**src/rtl/bram_arbiter_if.sv**
```systemverilog
// Signal bundle between two requesters, the arbiter and a single-port BRAM.
// slave = arbiter side; master = requesters plus the BRAM model.
interface bram_arbiter_if #(
  parameter int DATA_W = 32,
  parameter int ADDR_W = 5
);
  logic              req_a, req_b;
  logic              we_a, we_b;
  logic [ADDR_W-1:0] addr_a, addr_b;
  logic [DATA_W-1:0] wdata_a, wdata_b;
  logic              gnt_a, gnt_b;
  logic              rvalid_a, rvalid_b;
  logic [DATA_W-1:0] rdata_a, rdata_b;
  logic              bram_en, bram_we;
  logic [ADDR_W-1:0] bram_addr;
  logic [DATA_W-1:0] bram_din, bram_dout;

  modport slave (
    input  req_a, req_b, we_a, we_b, addr_a, addr_b, wdata_a, wdata_b, bram_dout,
    output gnt_a, gnt_b, rvalid_a, rvalid_b, rdata_a, rdata_b,
           bram_en, bram_we, bram_addr, bram_din
  );

  modport master (
    output req_a, req_b, we_a, we_b, addr_a, addr_b, wdata_a, wdata_b, bram_dout,
    input  gnt_a, gnt_b, rvalid_a, rvalid_b, rdata_a, rdata_b,
           bram_en, bram_we, bram_addr, bram_din
  );
endinterface

```
**src/rtl/bram_arbiter.sv**
```systemverilog
// Two-requester round-robin arbiter in front of a single-port BRAM with a
// 3-stage tagged pipeline (issue, capture, return) for read data routing.
module bram_arbiter #(
  parameter int DATA_W = 32,
  parameter int ADDR_W = 5
) (
  input logic           clk,
  input logic           rst_n,
  bram_arbiter_if.slave bus
);

  logic              prio_b_r;
  logic              gnt_a_s, gnt_b_s;
  logic              acc_s, acc_we_s;
  logic [ADDR_W-1:0] acc_addr_s;
  logic [DATA_W-1:0] acc_din_s;

  logic              bram_en_r, bram_we_r;
  logic [ADDR_W-1:0] bram_addr_r;
  logic [DATA_W-1:0] bram_din_r;
  logic              issue_rd_r, issue_id_r;
  logic              cap_rd_r, cap_id_r;
  logic              rvalid_a_r, rvalid_b_r;
  logic [DATA_W-1:0] rdata_a_r, rdata_b_r;

  // Round-robin grant; prio_b_r set means B wins a tie.
  always_comb begin
    gnt_a_s = 1'b0;
    gnt_b_s = 1'b0;
    if (!rst_n) begin
      gnt_a_s = 1'b0;
      gnt_b_s = 1'b0;
    end else if (bus.req_a && (!bus.req_b || !prio_b_r)) begin
      gnt_a_s = 1'b1;
    end else if (bus.req_b) begin
      gnt_b_s = 1'b1;
    end else begin
      gnt_a_s = 1'b0;
      gnt_b_s = 1'b0;
    end
  end

  // Select the fields of the accepted request.
  always_comb begin
    acc_s = gnt_a_s | gnt_b_s;
    if (gnt_b_s) begin
      acc_we_s   = bus.we_b;
      acc_addr_s = bus.addr_b;
      acc_din_s  = bus.wdata_b;
    end else begin
      acc_we_s   = bus.we_a;
      acc_addr_s = bus.addr_a;
      acc_din_s  = bus.wdata_a;
    end
  end

  // Priority pointer and BRAM issue stage.
  always_ff @(posedge clk) begin
    if (!rst_n) begin
      prio_b_r    <= 1'b0;
      bram_en_r   <= 1'b0;
      bram_we_r   <= 1'b0;
      bram_addr_r <= {ADDR_W{1'b0}};
      bram_din_r  <= {DATA_W{1'b0}};
    end else begin
      if (gnt_a_s) begin
        prio_b_r <= 1'b1;
      end else if (gnt_b_s) begin
        prio_b_r <= 1'b0;
      end else begin
        prio_b_r <= prio_b_r;
      end
      bram_en_r <= acc_s;
      bram_we_r <= acc_s & acc_we_s;
      if (acc_s) begin
        bram_addr_r <= acc_addr_s;
        bram_din_r  <= acc_din_s;
      end else begin
        bram_addr_r <= bram_addr_r;
        bram_din_r  <= bram_din_r;
      end
    end
  end

  // Read tags follow the access through issue and capture; id 1 = B.
  always_ff @(posedge clk) begin
    if (!rst_n) begin
      issue_rd_r <= 1'b0;
      issue_id_r <= 1'b0;
      cap_rd_r   <= 1'b0;
      cap_id_r   <= 1'b0;
      rvalid_a_r <= 1'b0;
      rvalid_b_r <= 1'b0;
      rdata_a_r  <= {DATA_W{1'b0}};
      rdata_b_r  <= {DATA_W{1'b0}};
    end else begin
      issue_rd_r <= acc_s & ~acc_we_s;
      issue_id_r <= gnt_b_s;
      cap_rd_r   <= issue_rd_r;
      cap_id_r   <= issue_id_r;
      rvalid_a_r <= cap_rd_r & ~cap_id_r;
      rvalid_b_r <= cap_rd_r & cap_id_r;
      if (cap_rd_r && !cap_id_r) begin
        rdata_a_r <= bus.bram_dout;
      end else begin
        rdata_a_r <= rdata_a_r;
      end
      if (cap_rd_r && cap_id_r) begin
        rdata_b_r <= bus.bram_dout;
      end else begin
        rdata_b_r <= rdata_b_r;
      end
    end
  end

  assign bus.gnt_a     = gnt_a_s;
  assign bus.gnt_b     = gnt_b_s;
  assign bus.bram_en   = bram_en_r;
  assign bus.bram_we   = bram_we_r;
  assign bus.bram_addr = bram_addr_r;
  assign bus.bram_din  = bram_din_r;
  assign bus.rvalid_a  = rvalid_a_r;
  assign bus.rvalid_b  = rvalid_b_r;
  assign bus.rdata_a   = rdata_a_r;
  assign bus.rdata_b   = rdata_b_r;

endmodule
```
**src/flat_wrapper.sv**
```systemverilog
// flat-port wrapper written by rule: the top's interface ports become plain ports
module bram_arbiter_flat 
#(
  parameter int DATA_W = 32,
  parameter int ADDR_W = 5
)
  (clk, rst_n, bus_req_a, bus_req_b, bus_we_a, bus_we_b, bus_addr_a, bus_addr_b, bus_wdata_a, bus_wdata_b, bus_bram_dout, bus_gnt_a, bus_gnt_b, bus_rvalid_a, bus_rvalid_b, bus_rdata_a, bus_rdata_b, bus_bram_en, bus_bram_we, bus_bram_addr, bus_bram_din);
  bram_arbiter_if #(.DATA_W(DATA_W), .ADDR_W(ADDR_W)) bus_i ();
  input logic clk;
  input logic rst_n;
  input wire logic [$bits(bus_i.req_a)-1:0] bus_req_a;
  input wire logic [$bits(bus_i.req_b)-1:0] bus_req_b;
  input wire logic [$bits(bus_i.we_a)-1:0] bus_we_a;
  input wire logic [$bits(bus_i.we_b)-1:0] bus_we_b;
  input wire logic [$bits(bus_i.addr_a)-1:0] bus_addr_a;
  input wire logic [$bits(bus_i.addr_b)-1:0] bus_addr_b;
  input wire logic [$bits(bus_i.wdata_a)-1:0] bus_wdata_a;
  input wire logic [$bits(bus_i.wdata_b)-1:0] bus_wdata_b;
  input wire logic [$bits(bus_i.bram_dout)-1:0] bus_bram_dout;
  output wire logic [$bits(bus_i.gnt_a)-1:0] bus_gnt_a;
  output wire logic [$bits(bus_i.gnt_b)-1:0] bus_gnt_b;
  output wire logic [$bits(bus_i.rvalid_a)-1:0] bus_rvalid_a;
  output wire logic [$bits(bus_i.rvalid_b)-1:0] bus_rvalid_b;
  output wire logic [$bits(bus_i.rdata_a)-1:0] bus_rdata_a;
  output wire logic [$bits(bus_i.rdata_b)-1:0] bus_rdata_b;
  output wire logic [$bits(bus_i.bram_en)-1:0] bus_bram_en;
  output wire logic [$bits(bus_i.bram_we)-1:0] bus_bram_we;
  output wire logic [$bits(bus_i.bram_addr)-1:0] bus_bram_addr;
  output wire logic [$bits(bus_i.bram_din)-1:0] bus_bram_din;
  assign bus_i.req_a = bus_req_a;
  assign bus_i.req_b = bus_req_b;
  assign bus_i.we_a = bus_we_a;
  assign bus_i.we_b = bus_we_b;
  assign bus_i.addr_a = bus_addr_a;
  assign bus_i.addr_b = bus_addr_b;
  assign bus_i.wdata_a = bus_wdata_a;
  assign bus_i.wdata_b = bus_wdata_b;
  assign bus_i.bram_dout = bus_bram_dout;
  assign bus_gnt_a = bus_i.gnt_a;
  assign bus_gnt_b = bus_i.gnt_b;
  assign bus_rvalid_a = bus_i.rvalid_a;
  assign bus_rvalid_b = bus_i.rvalid_b;
  assign bus_rdata_a = bus_i.rdata_a;
  assign bus_rdata_b = bus_i.rdata_b;
  assign bus_bram_en = bus_i.bram_en;
  assign bus_bram_we = bus_i.bram_we;
  assign bus_bram_addr = bus_i.bram_addr;
  assign bus_bram_din = bus_i.bram_din;
  bram_arbiter #(.DATA_W(DATA_W), .ADDR_W(ADDR_W)) u_core (.clk(clk), .rst_n(rst_n), .bus(bus_i));
endmodule
```
**config.mk**
```make
export PLATFORM = sky130hd
export DESIGN_NAME = bram_arbiter_flat
export DESIGN_NICKNAME = d
export VERILOG_FILES = /design/src/rtl/bram_arbiter_if.sv /design/src/rtl/bram_arbiter.sv /design/src/flat_wrapper.sv
export SDC_FILE = /design/constraint.sdc
export NUM_CORES = 1
export LEC_CHECK = 0
export ABC_AREA = 1
export CAP_MARGIN = 10
export CORE_ASPECT_RATIO = 0.7
export CORE_MARGIN = 2
export CORE_UTILIZATION = 45
export DETAILED_ROUTE_END_ITERATION = 12
export DONT_BUFFER_PORTS = 1
export PLACE_DENSITY_LB_ADDON = 0.2
export SLEW_MARGIN = 20
export SYNTH_ARGS = -nofsm -noshare
export SYNTH_HDL_FRONTEND = slang
export SYNTH_SLANG_ARGS = --single-unit
```
**constraint.sdc**
```tcl
create_clock -name clk -period 1.15 [get_ports clk]
set_input_delay 0.1725 -clock clk [delete_from_list [all_inputs] [get_ports clk]]
set_output_delay 0.1725 -clock clk [all_outputs]
set_load 0.1 [all_outputs]
```
; After elaboration in Yosys (flattened, before gate mapping)
; Cells that the tools add are included.
[word_totals]
register_bits = 110
input_bits = 112
output_inout_bits = 107
[classes]
muxes = 10
bitwise_logic = 7
n_reduce_logical = 8
[op_table]
columns = op, count
row1 = $mux W32, 1
row2 = $mux W1, 8
row3 = $mux W5, 1
row4 = $and A1 B1 Y1, 4
row5 = $logic_and A1 B1 Y1, 3
row6 = $logic_not A1 Y1, 3
row7 = $not A1 Y1, 2
row8 = $reduce_bool A2 Y1, 1
row9 = $logic_or A1 B1 Y1, 1
row10 = $or A1 B1 Y1, 1

; Logic depth before layout (Yosys ltp)
; Gate-level depths: netlist (run 1).
[logic_depth]
depth_word = 8
ltp_mapped = 9
ltp_nobuf = 7

; Worst setup path after synthesis (run 1)
; No wires, ideal clock.
[synth_path]
path_type = flip-flop to output port
from = reg u_core.prio_b_r
to = out bus_gnt_a
arrival_time_ps = 1255
path_slack_ps = -277
stages_incl_launch_ff = 5
path_cell_list = dfxtp_1 > nand2_2 > nand3_4 > buf_2 > inv_1
[synth_between]
elab_chain_len = 5
[synth_lines]
columns = element, line
row1 = from (decl), bram_arbiter.sv:12  ; logic prio_b_r;
row2 = from (signal assigned), bram_arbiter.sv:71  ; prio_b_r <= prio_b_r;
row3 = $logic_not A1 Y1, bram_arbiter.sv:33  ; end else if (bus.req_a && (!bus.req_b || !prio_b_r)) begin
row4 = $logic_or A1 B1 Y1, bram_arbiter.sv:33
row5 = $logic_and A1 B1 Y1, bram_arbiter.sv:33
row6 = $mux W1, bram_arbiter.sv:33
row7 = $mux W1, bram_arbiter.sv:30  ; if (!rst_n) begin
row8 = to (decl), flat_wrapper.sv:20  ; output wire logic [$bits(bus_i.gnt_a)-1:0] bus_gnt_a;
; No other way between the ends.

; Worst setup path in the final report (run 1)
[layout_path]
from = reg u_core.prio_b_r
to = out bus_gnt_b
[layout_between]
elab_chain_len = 5
[layout_lines]
columns = element, line
row1 = $logic_not A1 Y1, bram_arbiter.sv:33
row2 = $logic_or A1 B1 Y1, bram_arbiter.sv:33
row3 = $logic_and A1 B1 Y1, bram_arbiter.sv:33
row4 = $mux W1, bram_arbiter.sv:33
row5 = $mux W1, bram_arbiter.sv:30
row6 = to (decl), flat_wrapper.sv:21  ; output wire logic [$bits(bus_i.gnt_b)-1:0] bus_gnt_b;
; No other way between the ends.

==> results.md, run 1 <==
- Status: finished, violations left
- Failing checks: hold timing, setup timing
- Placed insts: 847
- Clk_skew: 0.0116 ns
- Post-synth top cells: nor2_1, nand2_1, dfxtp_1
- H-tree depth: 3
- Peak Freq: 755 MHz
- Antenna-violating nets left: 0
- Final hold vios: 48
- Drt pass-1 iters: 5
- Final worst slack: -0.174 ns
- Worst r2r dst: u_core.bus.bram_addr[4]
- CTS max path bufs: 2
- Top post-synthesis cells by area: dfxtp_1, nor2_1, nand2_1, o21ai_0, nand3_1
- Slew @ Worst Pin: 0.282 ns
- Syn_nets: between 700 and 800
- Die width: 124 um
- Syn avg cell area: 7.11 um2
- Compound-gate portion of the synthesized area: under 10%
- Largest family of logic cells by synthesized area: simple AND/OR/NAND/NOR gates
- Antenna Cells: 0
- Tot Pwr: 10.7 mW
- Buf+Inv Stages, Crit Path: 3
- Lkg Pwr: about 3.4 nW
- Final non-filler cell total: about 900
- Max-slew headroom: 81.3%
- Via density: a little over 5
- XOR/XNOR share of the synthesized area: 0%
- Pins Over Slew Limit: 0
- I/O Buffers: 0
- Flops & latches, synth: 110
- Routed length per instance: 15.0 um
- Crit Path Max Fanout: 3
- DRC Markers: 0
- Met1 usage: 27.7%
- Mux cell area share after synthesis: 0%
- CP arrival: 1.15 ns
- GRT overflow: 0
- Worst path top cell family by delay: flip-flops
- Synth warn: 0
- Type of the tightest min-delay check: input pin to flop
- Final period util: 115%
- Share of Yosys cell area claimed by the top area cell type: 48.8%
- Slowest library cell on the worst path: dfxtp_2
- Reg clk slew, reported paths: 0.07 ns
- Total CTS buffers: 9
- Final WL: 13300 um
- Post-layout min period: 1.32 ns
- Largest net degree at the start of global routing: 107
- Worst path cell trace: inv_2 > nand2_4 > nand2_8 > inv_8 > buf_12
- Ys flop type: dfxtp_1
- Gate Count Post-Synth: 634
- Setup CP Type: flop to primary output
- I/O pin count: 219
- CORE AREA: 0.00972 mm2
- Critical path required time: approximately 1 ns
- Layout Utilization: 77.3%
- Synth Cell Area: 0.00451 mm2
- Die Ht: 87.8 um
- First-pass GRT wire length: 19500 um
- Gpl congestion: 0.793
- WHS Path Cells: 2
- Post-DP HPWL: 8960 um
- Hold Crit Start: rst_n
- EDFF count, synth: 0
- Clk_lat worst skew: 0.34 ns
- Post-synthesis simple-gate area fraction: ~35%
- Vias in the first global route: just over 4000
- Post-synthesis async set-or-reset flop share: 0%
- Setup violators final: 41
- CTS tree: done
- Layout cell share with drive strength beyond 1: 37.9%
- Unique cell type count in the Yosys netlist: 18
- DRT iter0 DRCs: 300
- Grt met3 use: around 7.6%
- RSZ-0062 raised after global routing: yes
- Core Rows: 30
- Post-synthesis adder-cell area fraction: 0%
- Die footprint: 0.0109 mm2
- Setup TNS: -3.08 ns
- Initial core utilization: between 40% and 50%
- Power density over the cells: 1430 mW/mm2
- Worst hold margin: -0.0437 ns
- R2R depth: 8
- Root buf cell: clkbuf_16
- WP depth: 5
- Layout fillers: 671
- Reg2reg setup slack: -0.11 ns
- Type of origin of the critical path: flop
- Yosys top cell by area: dfxtp_1
- Critical path's largest stage delay: 0.36 ns
- Post-Layout Inst Area: 0.00752 mm2
- Maxcap violations: 0
- Reg-to-reg startpoint: u_core.prio_b_r
- Initial antenna violation count: 0
- Most common cell in the netlist: nor2_1
- CP Capture Type: primary output
- Area added between synthesis and finish: 66.7%
- Share of the yosys chip area belonging to registers: between 40% and 50%
- Setup WS pre-CTS: -0.00897 ns
- Hold Crit Endpoint: u_core.bus.rdata_b[9]
- CTS Sinks: 110
- GR peak layer: met2
- M2 GR Usage: 38.6%
- Routed vias: approximately 4500
- Final nets: 867
- Post-placement cell area: 0.00664 mm2
- Global-route usage over all layers: 22.9%
- Maximum vdd ir drop: 1.02 mV
routing by layer:
layer	up-vias	wire length (um)
li1	2225	-
met1	2094	5370
met2	170	6690
met3	21	1020
met4	0	245
met5	-	0
logic make-up (layout without fill, tap and decap cells):
| group | count (synthesis) | count (layout) |
|---|---|---|
| AND/OR/NAND/NOR | 375 | 375 |
| flip-flops | 110 | 110 |
| AO/OA/AOI/OAI | 66 | 66 |
| buffers and inverters | 83 | 209 |
how the worst max path moves through the flow:
stage,to,slack [ns],start
after floorplan,bus_gnt_a,-0.16,u_core.prio_b_r
after CTS,bus_gnt_a,-0.18,u_core.prio_b_r
after global routing,bus_gnt_b,-0.21,u_core.prio_b_r
after detailed placement,bus_gnt_b,-0.009,u_core.prio_b_r
final,bus_gnt_b,-0.17,u_core.prio_b_r
after global placement,bus_gnt_b,0.01,u_core.prio_b_r
cell type report:
type	instances	area [um2]	share of cell area, %
repair buffers	152	2490	33.1
well taps	128	160	2.13
clock inverters	5	65.1	0.865
inverters	41	175	2.33
clock buffers	11	253	3.36
flip-flops and latches	110	2330	31.0
multi-input cells	441	2040	27.2
report_power, final:
part           total, mW  switching, mW  internal [mW]  leakage, nW
clock               3.24           1.41           1.83        0.150
combinational       3.26           2.17           1.09         2.30
sequential          4.25          0.176           4.07        0.942
total               10.7           3.76           6.99         3.39
registers in the layout, summed over array words and instances, names as in the netlist:
signal and cells:
u_core.bus.bram_en 1, u_core.bus.bram_din 32, u_core.issue_rd_r 1, u_core.issue_id_r 1, u_core.bus.rvalid_b 1, u_core.bus.rvalid_a 1
u_core.cap_rd_r 1, u_core.cap_id_r 1, u_core.bus.bram_addr 5, u_core.bus.bram_we 1, u_core.bus.rdata_a 32, u_core.bus.rdata_b 32
u_core.prio_b_r 1
repair_timing:
item | 4_1_cts | 5_1_grt
pin swaps | 3 | 8
hold buffers | 8 | 9
setup buffers | 4 | 1
gates resized for setup | 18 | 67
endpoints found under the hold margin | 106 | 94
cloned | 0 | 4
endpoints found under the setup margin | 21 | 85
cell usage in the layout, fill, tap and decap left out:
master | Yosys | final
o21ai_4 | 0 | 1
nand3_1 | 51 | 51
nand2_4 | 3 | 7
nand3b_1 | 23 | 23
clkbuf_8 | 0 | 2
nand3_4 | 1 | 1
nor2_2 | 0 | 14
nand2_2 | 1 | 4
nand2_1 | 116 | 108
nand2_8 | 0 | 1
dfxtp_1 | 110 | 8
inv_2 | 2 | 1
and2_1 | 1 | 1
inv_4 | 1 | 1
nor2_4 | 0 | 2
buf_4 | 5 | 17
o21ai_1 | 0 | 11
dfxtp_2 | 0 | 102
clkbuf_16 | 0 | 13
buf_6 | 3 | 21
inv_1 | 38 | 36
inv_8 | 0 | 3
clkinvlp_4 | 0 | 3
bufinv_16 | 0 | 1
buf_8 | 0 | 1
clkinv_4 | 0 | 1
nor2_1 | 179 | 163
buf_12 | 0 | 92
o21ai_0 | 65 | 54
dlygate4sd3_1 | 0 | 17
(Power assumes the default switching activity.)
==> run 2: changes to the inputs <==
==> constraint.sdc (replaced) <==
create_clock -name clk -period 1.15 [get_ports clk]
set_input_delay 0.0575 -clock clk [delete_from_list [all_inputs] [get_ports clk]]
set_output_delay 0.0575 -clock clk [all_outputs]
set_load 0.1 [all_outputs]
==> run 2 against run 1 <==
Clock power fell by 7.7%. Worst hold slack got worse by 0.12 ns. Largest cell class is now sequential cells. First-iteration DRC count fell by 7.0%. Register-to-register slack barely moved. The flow still finishes with violations (hold timing, setup timing). Sequential cell count did not move. Sequential share of layout area rose by 5.1 points. Sequential power fell by 2%. Total power fell by 6.5%. Utilization fell by 11 points. Global-route usage rose by 0.35 points. Non-clock buffer count rose by 11.
==> results.md, run 2 (same netlist as run 1, synthesis figures left out) <==
- Setup CP Type: flop to primary output
- Worst hold margin: -0.160 ns (-0.116 ns)
- Layout Utilization: 66.4% (-11 points)
- Critical path's largest stage delay: 0.35 ns (about the same)
- Reg2reg setup slack: -0.11 ns (about the same)
- RSZ-0062 raised after global routing: yes
- Layout cell share with drive strength beyond 1: 36.4% (-1.5 points)
- Failing checks: hold timing, setup timing
- Post-layout min period: 1.28 ns (-0.0388 ns)
- GRT overflow: 0 (unchanged)
- Most frequent cells in the layout: nor2_1, buf_4, nand2_1
- Area added between synthesis and finish: 43.1%
- Crit Path Max Fanout: 6 (+3)
- Type of origin of the critical path: flop
- Die footprint: 0.0109 mm2 (unchanged)
- Antenna-violating nets left: 0 (unchanged)
- Antenna Cells: 0 (unchanged)
- H-tree depth: 3 (unchanged)
- Initial antenna violation count: 0 (unchanged)
- I/O Buffers: 0 (unchanged)
- Critical path required time: 1.09 ns (+0.11 ns)
- Status: finished, violations left
- DRC Markers: 0 (unchanged)
- Peak Freq: 778 MHz (+3.0%)
- Type of the tightest min-delay check: input pin to flop
- Final WL: 13200 um (-0.96%)
- Post-DP HPWL: 8560 um (-4.5%)
- Slowest library cell on the worst path: dfxtp_2
- Global-route usage over all layers: 23.2% (+0.35 points)
- Final non-filler cell total: 898 (+1.1%)
- CORE AREA: 0.00972 mm2 (unchanged)
- Most common cell after layout, fill and taps aside: nor2_1
- CTS max path bufs: 2 (unchanged)
- Final period util: 112% (-3.4 points)
- Total CTS buffers: 9 (unchanged)
- Largest net degree at the start of global routing: 107 (unchanged)
- CTS Sinks: 110 (unchanged)
- Reg clk slew, reported paths: 0.08 ns (about the same)
- Setup violators final: 41 (unchanged)
- I/O pin count: 219 (unchanged)
- CP Capture Type: primary output
- Drt pass-1 iters: 4 (-1)
- Maximum vdd ir drop: 0.985 mV (-3.5%)
- Routed vias: 4478 (-0.71%)
- Die Ht: 87.8 um (unchanged)
- Lkg Pwr: 3.14 nW (-7.6%)
- Final worst slack: -0.135 ns (+0.0388 ns)
- Pins Over Slew Limit: 0 (unchanged)
- DRT iter0 DRCs: 279 (-7.0%)
- CTS tree: done
- Gpl congestion: 0.777 (-2.0%)
- Max-slew headroom: 80.6% (-0.77 points)
- Routed length per instance: 14.7 um (-2.1%)
- Initial core utilization: 46.4% (unchanged)
- Vias in the first global route: 4175 (+3.5%)
- Final hold vios: 92 (+92%)
- Worst path cell trace: inv_1 > nand2_2 > nand2_4 > inv_8 > buf_12
- Slew @ Worst Pin: 0.294 ns (+0.0116 ns)
- First-pass GRT wire length: 20000 um (+2.8%)
- Clk_lat worst skew: 0.35 ns (about the same)
- Via density: 4.99 (-1.8%)
- Final nets: 878 (+1.3%)
- Root buf cell: clkbuf_16
- Die width: 124 um (unchanged)
- Buf+Inv Stages, Crit Path: 3 (unchanged)
- Maxcap violations: 0 (unchanged)
- Core Rows: 30 (unchanged)
- CP arrival: 1.23 ns (+0.08 ns)
- Worst path top cell family by delay: flip-flops
- Clk_skew: 0.00799 ns (-0.00363 ns)
- Power density over the cells: 1560 mW/mm2 (+8.9%)
- Placed insts: 845 (-0.24%)
## run 2: cell types whose count changed in the layout (fill, tap and decap cells not counted), sizes merged
cell | previous run | this run
clkinvlp | 3 | 2
bufbuf | 0 | 1
dlygate4sd3 | 17 | 31
buf | 131 | 129
clkbuf | 15 | 12
inv | 41 | 43
bufinv | 1 | 0
## run 2: final cells by class
cell class | instances | area (um2)
multi-input cells | 441 | 2010
inverters | 41 | 173
clock buffers | 10 | 239
well taps | 128 | 160
fillers | 842 | 3270
repair buffers | 163 | 1500
clock inverters | 5 | 42.5
flip-flops and latches | 110 | 2330
## run 2: repair_timing
action | CTS | global route
endpoints found under the hold margin | 109 | 102
setup endpoints to repair | 12 | 45
gates cloned | 1 | 2
pin swaps | 1 | 0
hold buffers | 17 | 14
resized for setup | 13 | 32
buffers inserted | 3 | 1
## run 2: path summary, 6_finish.rpt
path | to | cells past startpoint | startpoint
worst min register to register | u_core.bus.bram_din[5] | 2 | u_core.bus.bram_din[5]
worst min-delay path | u_core.bus.bram_din[12] | 2 | rst_n
worst max-delay path | bus_gnt_b | 5 | u_core.prio_b_r
worst max register to register | u_core.bus.bram_addr[1] | 8 | u_core.prio_b_r
## run 2: per-layer routing
| layer | track usage (%) | routed length, um |
|---|---|---|
| met1 | 28.6 | 5620 |
| met2 | 39.7 | 6460 |
| met3 | 6.71 | 955 |
| met4 | 6.71 | 168 |
| met5 | 0 | 0 |
## run 2: power breakdown
group / leakage [nW] / switching, mW / total, mW / internal [mW]
Combinational: 2.06 / 2.15 / 2.87 / 0.720
Sequential: 0.942 / 0.113 / 4.18 / 4.07
Clock: 0.136 / 1.45 / 2.99 / 1.55
## run 2: through the flow
step	hold slack [ns]	worst slack, ns	setup TNS (ns)	power [mW]	instance area, um2
finish	-0.160	-0.135	-2.91	10.0	6450
floorplan	0.192	-0.0545	-0.0545	6.44	4660
CTS	-0.185	-0.132	-1.70	9.98	6150
global route	-0.168	-0.181	-5.20	10.4	6450
global placement	0.166	0.0388	0	6.87	5610
detailed placement	0.166	-0.0247	-0.0653	6.90	5610
==> run 3: changes to the inputs <==
--- a/config.mk
+++ b/config.mk
@@ -13,6 +13,7 @@
 export DETAILED_ROUTE_END_ITERATION = 12
 export DONT_BUFFER_PORTS = 1
 export PLACE_DENSITY_LB_ADDON = 0.2
+export SKIP_LAST_GASP = 1
 export SLEW_MARGIN = 20
 export SYNTH_ARGS = -nofsm -noshare
 export SYNTH_HDL_FRONTEND = slang
==> constraint.sdc (replaced) <==
create_clock -name clk -period 1.15 [get_ports clk]
set_input_delay 0.115 -clock clk [delete_from_list [all_inputs] [get_ports clk]]
set_output_delay 0.115 -clock clk [all_outputs]
set_load 0.1 [all_outputs]
==> run 3 against run 2 <==
The flow still finishes with violations (hold timing, setup timing). Global-route usage shrank 0.70 points. Final cell count shrank 1.9%. Design area shrank 2.1%. Combinational power is essentially flat. Register-to-register slack is essentially flat. Die area is the same. Clock skew grew 0.0011 ns. Worst setup slack lost 0.025 ns. Clock power grew 6%.
==> results.md, run 3 (same netlist as run 1, synthesis figures left out) <==
- CTS tree: done
- Via density: 4.88 (-2.1%)
- Setup TNS: -2.38 ns (+0.526 ns)
- RSZ-0062 raised after global routing: yes
- Final WL: 12800 um (-2.7%)
- Worst r2r dst: u_core.bus.bram_addr[1]
- Critical path's largest stage delay: 0.33 ns (-0.02 ns)
- Reg-to-reg startpoint: u_core.prio_b_r
- Antenna Cells: 0 (unchanged)
- Final nets: 860 (-2.1%)
- Total CTS buffers: 9 (unchanged)
- Reg2reg setup slack: -0.10 ns (about the same)
- Largest net degree at the start of global routing: 107 (unchanged)
- DRC Markers: 0 (unchanged)
- Root buf cell: clkbuf_16
- Worst path cell trace: nand2_2 > nand3_4 > buf_12 > clkinvlp_4 > buf_12
- Layout fillers: 857 (+1.8%)
- Post-layout min period: 1.31 ns (+0.0254 ns)
- CORE AREA: 0.00972 mm2 (unchanged)
- Buf+Inv Stages, Crit Path: 3 (unchanged)
- I/O Buffers: 0 (unchanged)
- GRT overflow: 0 (unchanged)
- Slowest library cell on the worst path: dfxtp_2
- Post-Layout Inst Area: 0.00632 mm2 (-2.1%)
- Final hold vios: 102 (+11%)
- Setup WS pre-CTS: -0.0707 ns (-0.0460 ns)
- Worst hold margin: -0.0917 ns (+0.0681 ns)
- I/O pin count: 219 (unchanged)
- Reg clk slew, reported paths: 0.07 ns (about the same)
- Status: finished, violations left
- Layout cell share with drive strength beyond 1: 37.3% (+0.95 points)
- Power density over the cells: 1610 mW/mm2 (+3.7%)
- R2R depth: 8 (unchanged)
- Maxcap violations: 0 (unchanged)
- Antenna-violating nets left: 0 (unchanged)
- Slew @ Worst Pin: 0.293 ns (-0.00137 ns)
- CTS max path bufs: 2 (unchanged)
- Final period util: 114% (+2.2 points)
- CP Capture Type: primary output
- CP dominant cell by count: buf_12
- Initial antenna violation count: 0 (unchanged)
- Area added between synthesis and finish: 40.1%
- Hold Crit Endpoint: u_core.bus.rdata_b[31]
- Routed length per instance: 14.6 um (-0.87%)
- Clk_lat worst skew: 0.34 ns (about the same)
- Maximum vdd ir drop: 1.16 mV (+18%)
- Setup CP Type: flop to primary output
- Global-route usage over all layers: 22.5% (-0.70 points)
- Gpl congestion: 0.812 (+4.5%)
- Die width: 124 um (unchanged)
- Type of origin of the critical path: flop
- H-tree depth: 3 (unchanged)
- Crit Path Max Fanout: 3 (-3)
- Setup violators final: 39 (-4.9%)
- Initial core utilization: 46.4% (unchanged)
- Most frequent cells in the layout: nor2_1, buf_4, nand2_1
- Critical path required time: 1.03 ns (-0.06 ns)
- Post-placement cell area: 0.00560 mm2 (-0.16%)
- Layout Utilization: 65.0% (-1.4 points)
- Clk_skew: 0.00911 ns (+0.00112 ns)
- DRT iter0 DRCs: 258 (-7.5%)
- Hold Crit Start: rst_n
- First-pass GRT wire length: 19400 um (-3.2%)
- Peak Freq: 763 MHz (-1.9%)
- Most common cell after layout, fill and taps aside: nor2_1
- Routed vias: 4301 (-4.0%)
- Failing checks: hold timing, setup timing
- WHS Path Cells: 2 (unchanged)
- Type of the tightest min-delay check: input pin to flop
- Post-DP HPWL: 8430 um (-1.6%)
- CP arrival: 1.20 ns (-0.03 ns)
- Die Ht: 87.8 um (unchanged)
- Worst path top cell family by delay: buffers and inverters
- CTS Sinks: 110 (unchanged)
- Die footprint: 0.0109 mm2 (unchanged)
- Max-slew headroom: 80.6% (+0.091 points)
- Drt pass-1 iters: 5 (+1)
- Lkg Pwr: 3.08 nW (-1.7%)
- Core Rows: 30 (unchanged)
- Final worst slack: -0.160 ns (-0.0254 ns)
- Pins Over Slew Limit: 0 (unchanged)
- Vias in the first global route: 4004 (-4.1%)
[run 3: final cells by class]
type                            instances  area, um2  area share [%]
Multi-Input combinational cell        441       2000            31.7
Sequential cell                       110       2330            36.9
Tap cell                              128        160            2.54
Clock buffer                           10        239            3.78
Inverter                               41        175            2.77
Clock inverter                          6       68.8            1.09
Timing Repair Buffer                  145       1340            21.2
[run 3: metrics by stage]
stage	std cells	total power, mW
floorplan	634	6.44
global placement	842	6.86
detailed placement	842	6.90
CTS	871	10.2
global route	881	10.6
finish	881	10.2
[run 3: repair_timing]
action | 4_1_cts | 5_1_grt
setup buffers | 5 | 3
hold buffers | 5 | 7
endpoints found under the setup margin | 29 | 72
cloned | 3 | 2
gates resized for setup | 25 | 15
pin swaps | 1 | 5
endpoints found under the hold margin | 107 | 102
[run 3: how the worst max path moves through the flow]
stage | from | endpoint | slack [ns] | cells past startpoint
after CTS | u_core.prio_b_r | bus_gnt_a | -0.18 | 5
after floorplan | u_core.prio_b_r | bus_gnt_a | -0.10 | 4
after global placement | u_core.prio_b_r | bus_gnt_b | -0.02 | 5
after global routing | u_core.prio_b_r | bus_gnt_b | -0.20 | 5
final | u_core.prio_b_r | bus_gnt_a | -0.16 | 5
after detailed placement | u_core.prio_b_r | u_core.bus.bram_din[0] | -0.07 | 7
[run 3: where the power goes]
group | switching [mW] | internal [mW]
logic | 2.14 | 0.706
registers | 0.114 | 4.07
clock network | 1.40 | 1.77
[run 3: routing by layer]
metal / global-route usage (%) / vias up / routed length (um)
met5: 0 / - / 0
met4: 6.40 / 0 / 155
met3: 6.51 / 16 / 1070
met2: 38.1 / 160 / 6200
met1: 28.1 / 1918 / 5410
li1: - / 2207 / -
